[src/rtl/score_ssd_driver_if.sv]
// rtl/score_ssd_driver_if.sv - score input / SSD output bundle for score_ssd_driver
interface score_ssd_if;
   logic [15:0] score;
   logic        hold;
   logic [7:0]  an;
   logic [6:0]  ssd;
   logic        dp;
   logic [19:0] bcd;
   logic        conv_done;

   modport master (
      output score, hold,
      input  an, ssd, dp, bcd, conv_done
   );

   modport slave (
      input  score, hold,
      output an, ssd, dp, bcd, conv_done
   );
endinterface

[src/rtl/score_ssd_driver.sv]
// rtl/score_ssd_driver.sv - binary score to BCD (double-dabble) with multiplexed 8-digit SSD
module score_ssd_driver #(
   parameter int REFRESH_BITS = 18
) (
   input  logic        clk,
   input  logic        rst,
   score_ssd_if.slave  bus
);

   typedef enum logic [1:0] {CAPTURE, SHIFT, COMMIT} state_t;

   state_t      state, state_nx;
   logic [15:0] shreg, shreg_nx;
   logic [19:0] scratch, scratch_nx;
   logic [19:0] adj;
   logic [3:0]  bit_cnt, bit_cnt_nx;
   logic [19:0] bcd_q, bcd_nx;
   logic        done_q, done_nx;

   logic [REFRESH_BITS-1:0] refresh_q;
   logic [2:0]  sel;
   logic [3:0]  nib;
   logic        blank;
   logic [7:0]  an_q, an_nx;
   logic [6:0]  ssd_q, ssd_nx;

   function automatic logic [6:0] glyph(input logic [3:0] n);
      case (n)
         4'd0:    glyph = 7'b1000000;
         4'd1:    glyph = 7'b1111001;
         4'd2:    glyph = 7'b0100100;
         4'd3:    glyph = 7'b0110000;
         4'd4:    glyph = 7'b0011001;
         4'd5:    glyph = 7'b0010010;
         4'd6:    glyph = 7'b0000010;
         4'd7:    glyph = 7'b1111000;
         4'd8:    glyph = 7'b0000000;
         4'd9:    glyph = 7'b0010000;
         default: glyph = 7'h7F;
      endcase
   endfunction

   // Add-3 correction of every scratch nibble that is 5 or more, ahead of the shift
   always_comb begin
      adj = scratch;
      for (int i = 0; i < 5; i++) begin
         if (scratch[4*i +: 4] >= 4'd5)
            adj[4*i +: 4] = scratch[4*i +: 4] + 4'd3;
      end
   end

   // Conversion state register and committed result
   always_ff @(posedge clk or posedge rst) begin
      if (rst) begin
         state   <= CAPTURE;
         shreg   <= '0;
         scratch <= '0;
         bit_cnt <= '0;
         bcd_q   <= '0;
         done_q  <= 1'b0;
      end else begin
         state   <= state_nx;
         shreg   <= shreg_nx;
         scratch <= scratch_nx;
         bit_cnt <= bit_cnt_nx;
         bcd_q   <= bcd_nx;
         done_q  <= done_nx;
      end
   end

   // Next-state: sample score, shift one bit per clock for 16 clocks, then commit
   always_comb begin
      state_nx   = state;
      shreg_nx   = shreg;
      scratch_nx = scratch;
      bit_cnt_nx = bit_cnt;
      bcd_nx     = bcd_q;
      done_nx    = 1'b0;
      case (state)
         CAPTURE: begin
            if (!bus.hold) begin
               shreg_nx   = bus.score;
               scratch_nx = '0;
               bit_cnt_nx = '0;
               state_nx   = SHIFT;
            end
         end
         SHIFT: begin
            {scratch_nx, shreg_nx} = {adj, shreg} << 1;
            bit_cnt_nx = bit_cnt + 4'd1;
            if (bit_cnt == 4'd15)
               state_nx = COMMIT;
         end
         COMMIT: begin
            bcd_nx   = scratch;
            done_nx  = 1'b1;
            state_nx = CAPTURE;
         end
         default: state_nx = CAPTURE;
      endcase
   end

   assign sel = refresh_q[REFRESH_BITS-1 -: 3];

   // Pick the digit for the current slot and decide leading-zero blanking
   always_comb begin
      nib   = 4'd0;
      blank = 1'b1;
      case (sel)
         3'd0: begin nib = bcd_q[3:0];   blank = 1'b0;                end
         3'd1: begin nib = bcd_q[7:4];   blank = (bcd_q[19:4]  == '0); end
         3'd2: begin nib = bcd_q[11:8];  blank = (bcd_q[19:8]  == '0); end
         3'd3: begin nib = bcd_q[15:12]; blank = (bcd_q[19:12] == '0); end
         3'd4: begin nib = bcd_q[19:16]; blank = (bcd_q[19:16] == '0); end
         default: begin nib = 4'd0;      blank = 1'b1;                end
      endcase
      an_nx  = blank ? 8'hFF : ~(8'b1 << sel);
      ssd_nx = blank ? 7'h7F : glyph(nib);
   end

   // Free-running refresh counter and registered anode/cathode drive
   always_ff @(posedge clk or posedge rst) begin
      if (rst) begin
         refresh_q <= '0;
         an_q      <= 8'b11111110;
         ssd_q     <= 7'b1000000;
      end else begin
         refresh_q <= refresh_q + 1'b1;
         an_q      <= an_nx;
         ssd_q     <= ssd_nx;
      end
   end

   assign bus.an        = an_q;
   assign bus.ssd       = ssd_q;
   assign bus.dp        = 1'b1;
   assign bus.bcd       = bcd_q;
   assign bus.conv_done = done_q;

endmodule
[src/flat_wrapper.sv]
// flat-port wrapper written by rule: the top's interface ports become plain ports
module score_ssd_driver_flat 
#(
   parameter int REFRESH_BITS = 18
)
  (clk, rst, bus_score, bus_hold, bus_an, bus_ssd, bus_dp, bus_bcd, bus_conv_done);
  score_ssd_if bus_i ();
  input  logic clk;
  input  logic rst;
  input wire logic [$bits(bus_i.score)-1:0] bus_score;
  input wire logic [$bits(bus_i.hold)-1:0] bus_hold;
  output wire logic [$bits(bus_i.an)-1:0] bus_an;
  output wire logic [$bits(bus_i.ssd)-1:0] bus_ssd;
  output wire logic [$bits(bus_i.dp)-1:0] bus_dp;
  output wire logic [$bits(bus_i.bcd)-1:0] bus_bcd;
  output wire logic [$bits(bus_i.conv_done)-1:0] bus_conv_done;
  assign bus_i.score = bus_score;
  assign bus_i.hold = bus_hold;
  assign bus_an = bus_i.an;
  assign bus_ssd = bus_i.ssd;
  assign bus_dp = bus_i.dp;
  assign bus_bcd = bus_i.bcd;
  assign bus_conv_done = bus_i.conv_done;
  score_ssd_driver #(.REFRESH_BITS(REFRESH_BITS)) u_core (.clk(clk), .rst(rst), .bus(bus_i));
endmodule
[config.mk]
export PLATFORM = sky130hd
export DESIGN_NAME = score_ssd_driver_flat
export DESIGN_NICKNAME = d
export VERILOG_FILES = /design/src/rtl/score_ssd_driver_if.sv /design/src/rtl/score_ssd_driver.sv /design/src/flat_wrapper.sv
export SDC_FILE = /design/constraint.sdc
export NUM_CORES = 1
export LEC_CHECK = 0
export BUFFER_PORTS_ARGS = -buffer_cell sky130_fd_sc_hd__buf_2
export CAP_MARGIN = 20
export CORE_MARGIN = 3
export CORE_UTILIZATION = 50
export CTS_CLUSTER_SIZE = 8
export DETAILED_ROUTE_END_ITERATION = 10
export PLACE_DENSITY = 0.72
export SLEW_MARGIN = 15
export SYNTH_ARGS = -nofsm -noshare
export SYNTH_HDL_FRONTEND = slang
export SYNTH_SLANG_ARGS = --single-unit
[constraint.sdc]
create_clock -name clk -period 5.8 [get_ports clk]
set_clock_uncertainty 0.1 [all_clocks]
set_input_delay 0.87 -clock clk [delete_from_list [all_inputs] [get_ports clk]]
set_output_delay 0.87 -clock clk [all_outputs]
set_load 0.02 [all_outputs]
==> results.tsv <==
metric	value	unit
drive_gt1_share	24.95	%
grt_util_all_layers	17.92	%
fmax	0.3752	GHz
netlist_area	4491	sq um
postCtsResizedCells	0	
yosysWarnings	0	
criticalPathCategory	reg -> reg	
grt_max_degree	71	
power.total	2281	uW
hold_class	reg -> reg	
sequentialPowerShare	45.3	%
maxCapViolCount	0	
p_switching	854.0	uW
async_flop_share	100.0	%
cts_root_buf	clkbuf_8	
combPwrFrac	35.6	%
vias	3195	
fp.dieH	100.8	um
final_cell_mix	88 x dfrtp_1, 54 x buf_2, 47 x nor2_1	
cp-end-kind	flip-flop	
clockBufferDepth	2	
fillers	686	
r2r_cells	8	
syn2layout_area_growth	11.98	%
post-route-period-util	45.95	%
crit_arrival	2870	ps
peakVddDrop	0.2019	mV
clkSinkCount	96	
whs_path_depth	1	
cts_setup_buffers	0	
cts_buffers	9	
core	8464	sq um
cp.required	6000	ps
clockPowerShare	19.1	%
place_congestion	0.8606	
num_rows	33	
setup_violations	0	
ys.flop_type	dfrtp_1	
first_pass_iters	4	
die_w	100.8	um
leakagePower	0.002230	uW
worstMarginPinSlew	950.5	ps
grt_pass1_wl	14530	um
start_util	53.05	%
ios	56	
grt_pass1_vias	2935	
clk_pin_slew_worst_paths	100	ps
slew_viol_final	0	
rsz0062_at_grt	no	
worstHoldStart	u_core.refresh_q[0]	
layout_commonest_cell	dfrtp_1	
ys_types	49	
finalWirelength	8586	um
cts_max_level	3	
die_area	10150	sq um
wl_per_cell	14.96	um
setup_tns	0	ps
status	complete, no violations	
r2r_slack	3130	ps
drt-vias-per-instance	5.566	
synth-edff-count	0	
switching_share	37.44	%
grt-ovfl-total	0	
ant_nets	0	
hold_buffers	0	
drt_iter0_markers	139	
clk_latency	360	ps
min_to	u_core.refresh_q[0]	
r2r-end	u_core.bus.ssd[6]	
p_per_area	453.6	nW/um^2
relSlewSlack	36.63	%
cts_tree	built	
hold_violations	0	
fin_nets	500	
min_period	2665	ps
hpwl	5916	um
route.detailed.drc	0	
r2r-start	u_core.refresh_q[16]	
intPower	1427	uW
synth_area_per_cell	10.82	sq um
port_buffers	54	
diodes	0	
seq_area_frac_synth	53.72	%
antenna_found_initial	0	
crit_fanout	18	
syn_inst	415	
ys_seq_elements	96	
cp-start-kind	flip-flop	
[per-stage QoR]
| stage | hold WS [ps] | instance area, sq um | worst slack, ps | utilization [%] | std cells |
|---|---|---|---|---|---|
| finish | 355.3 | 5029 | 3135 | 59.41 | 574 |
| global route | 375.9 | 5029 | 2986 | 59.41 | 574 |
| CTS | 363.1 | 5029 | 3171 | 59.41 | 574 |
| detailed placement | 348.4 | 4830 | 3070 | 57.06 | 558 |
| global placement | 344.4 | 4830 | 3121 | 57.06 | 558 |
| floorplan | 321.4 | 4502 | 2338 | - | 418 |
[power groups by stage]
stage          registers [uW]  logic, uW  clock network [uW]
6_report                 1030        812                 437
5_1_grt                  1060        926                 475
4_1_cts                  1030        822                 447
3_5_place_dp             1040        820                   0
3_3_place_gp             1040        785                   0
2_1_floorplan            1050        594                   0
[final cells by class]
cell class,count,area (sq um),area share (%)
Sequential cell,96,2412,47.97
Inverter,16,61.31,1.219
Clock inverter,4,53.80,1.070
Clock buffer,12,145.1,2.886
Tap cell,105,131.4,2.613
Timing Repair Buffer,57,292.8,5.822
Multi-Input combinational cell,284,1932,38.42
[sequential cells by signal (all words and copies together) (netlist names)]
| name | cells |
|---|---|
| u_core.bit_cnt | 4 |
| u_core.bus.an | 8 |
| u_core.bus.bcd | 20 |
| u_core.bus.conv_done | 1 |
| u_core.bus.ssd | 7 |
| u_core.refresh_q | 18 |
| u_core.scratch | 20 |
| u_core.shreg | 16 |
| u_core.state | 2 |
[how the worst max path moves through the flow]
stage,from,to,slack (ps),cells past startpoint
3_5_place_dp,bus_hold,u_core.scratch[19],3070,6
5_1_grt,u_core.refresh_q[16],u_core.bus.ssd[6],2990,8
2_1_floorplan,rst,u_core.bit_cnt[0],2340,1
3_3_place_gp,bus_hold,u_core.scratch[3],3120,6
4_1_cts,u_core.refresh_q[16],u_core.bus.ssd[6],3170,8
6_report,u_core.refresh_q[16],u_core.bus.ssd[6],3130,8
[Yosys cell counts, types with 10 or more instances]
| master | count | area, sq um |
|---|---|---|
| dfrtp_1 | 88 | 2202 |
| o22ai_1 | 15 | 93.84 |
| nand2_1 | 19 | 71.32 |
| xnor2_1 | 17 | 148.9 |
| a21oi_1 | 17 | 85.08 |
| clkbuf_1 | 12 | 45.04 |
| nand3_1 | 29 | 145.1 |
| o31ai_1 | 10 | 75.07 |
| nor2_1 | 47 | 176.4 |
| inv_1 | 16 | 60.06 |
| ha_1 | 17 | 212.7 |
| o21ai_0 | 24 | 120.1 |
| mux2_2 | 25 | 281.5 |
[worst max-delay path, cell delays in order, from the launching register on]
cell      delay (ps)
dfrtp_1          720
mux2_2           400
a32o_1           200
a21oi_1          310
inv_1            120
ha_1             190
or2_1            240
a21boi_1         130
o21ba_2          200
[routing by layer]
| layer | global-route usage (%) | share of wire (%) | vias to the layer above |
|---|---|---|---|
| met5 | 0 | 0 | - |
| met3 | 2.837 | 3.6 | 10 |
| li1 | - | - | 1548 |
| met4 | 6.528 | 1.3 | 0 |
| met1 | 25.84 | 49 | 1580 |
| met2 | 27.44 | 46 | 57 |
[logic make-up (layout without fill, tap and decap cells)]
logic type | after synthesis | count (layout) | share of synthesized area [%]
muxes | 29 | 29 | 7.662
AOI/OAI and AO/OA | 81 | 81 | 11.56
DFF | 96 | 96 | 53.72
other | 1 | 4 | 0.08351
adders and majority gates | 17 | 17 | 4.737
and+or+nand+nor | 129 | 129 | 13.99
buffers and inverters | 38 | 89 | 3.566
xor gates and xnor gates | 24 | 24 | 4.681
(Power assumes the default switching activity.)
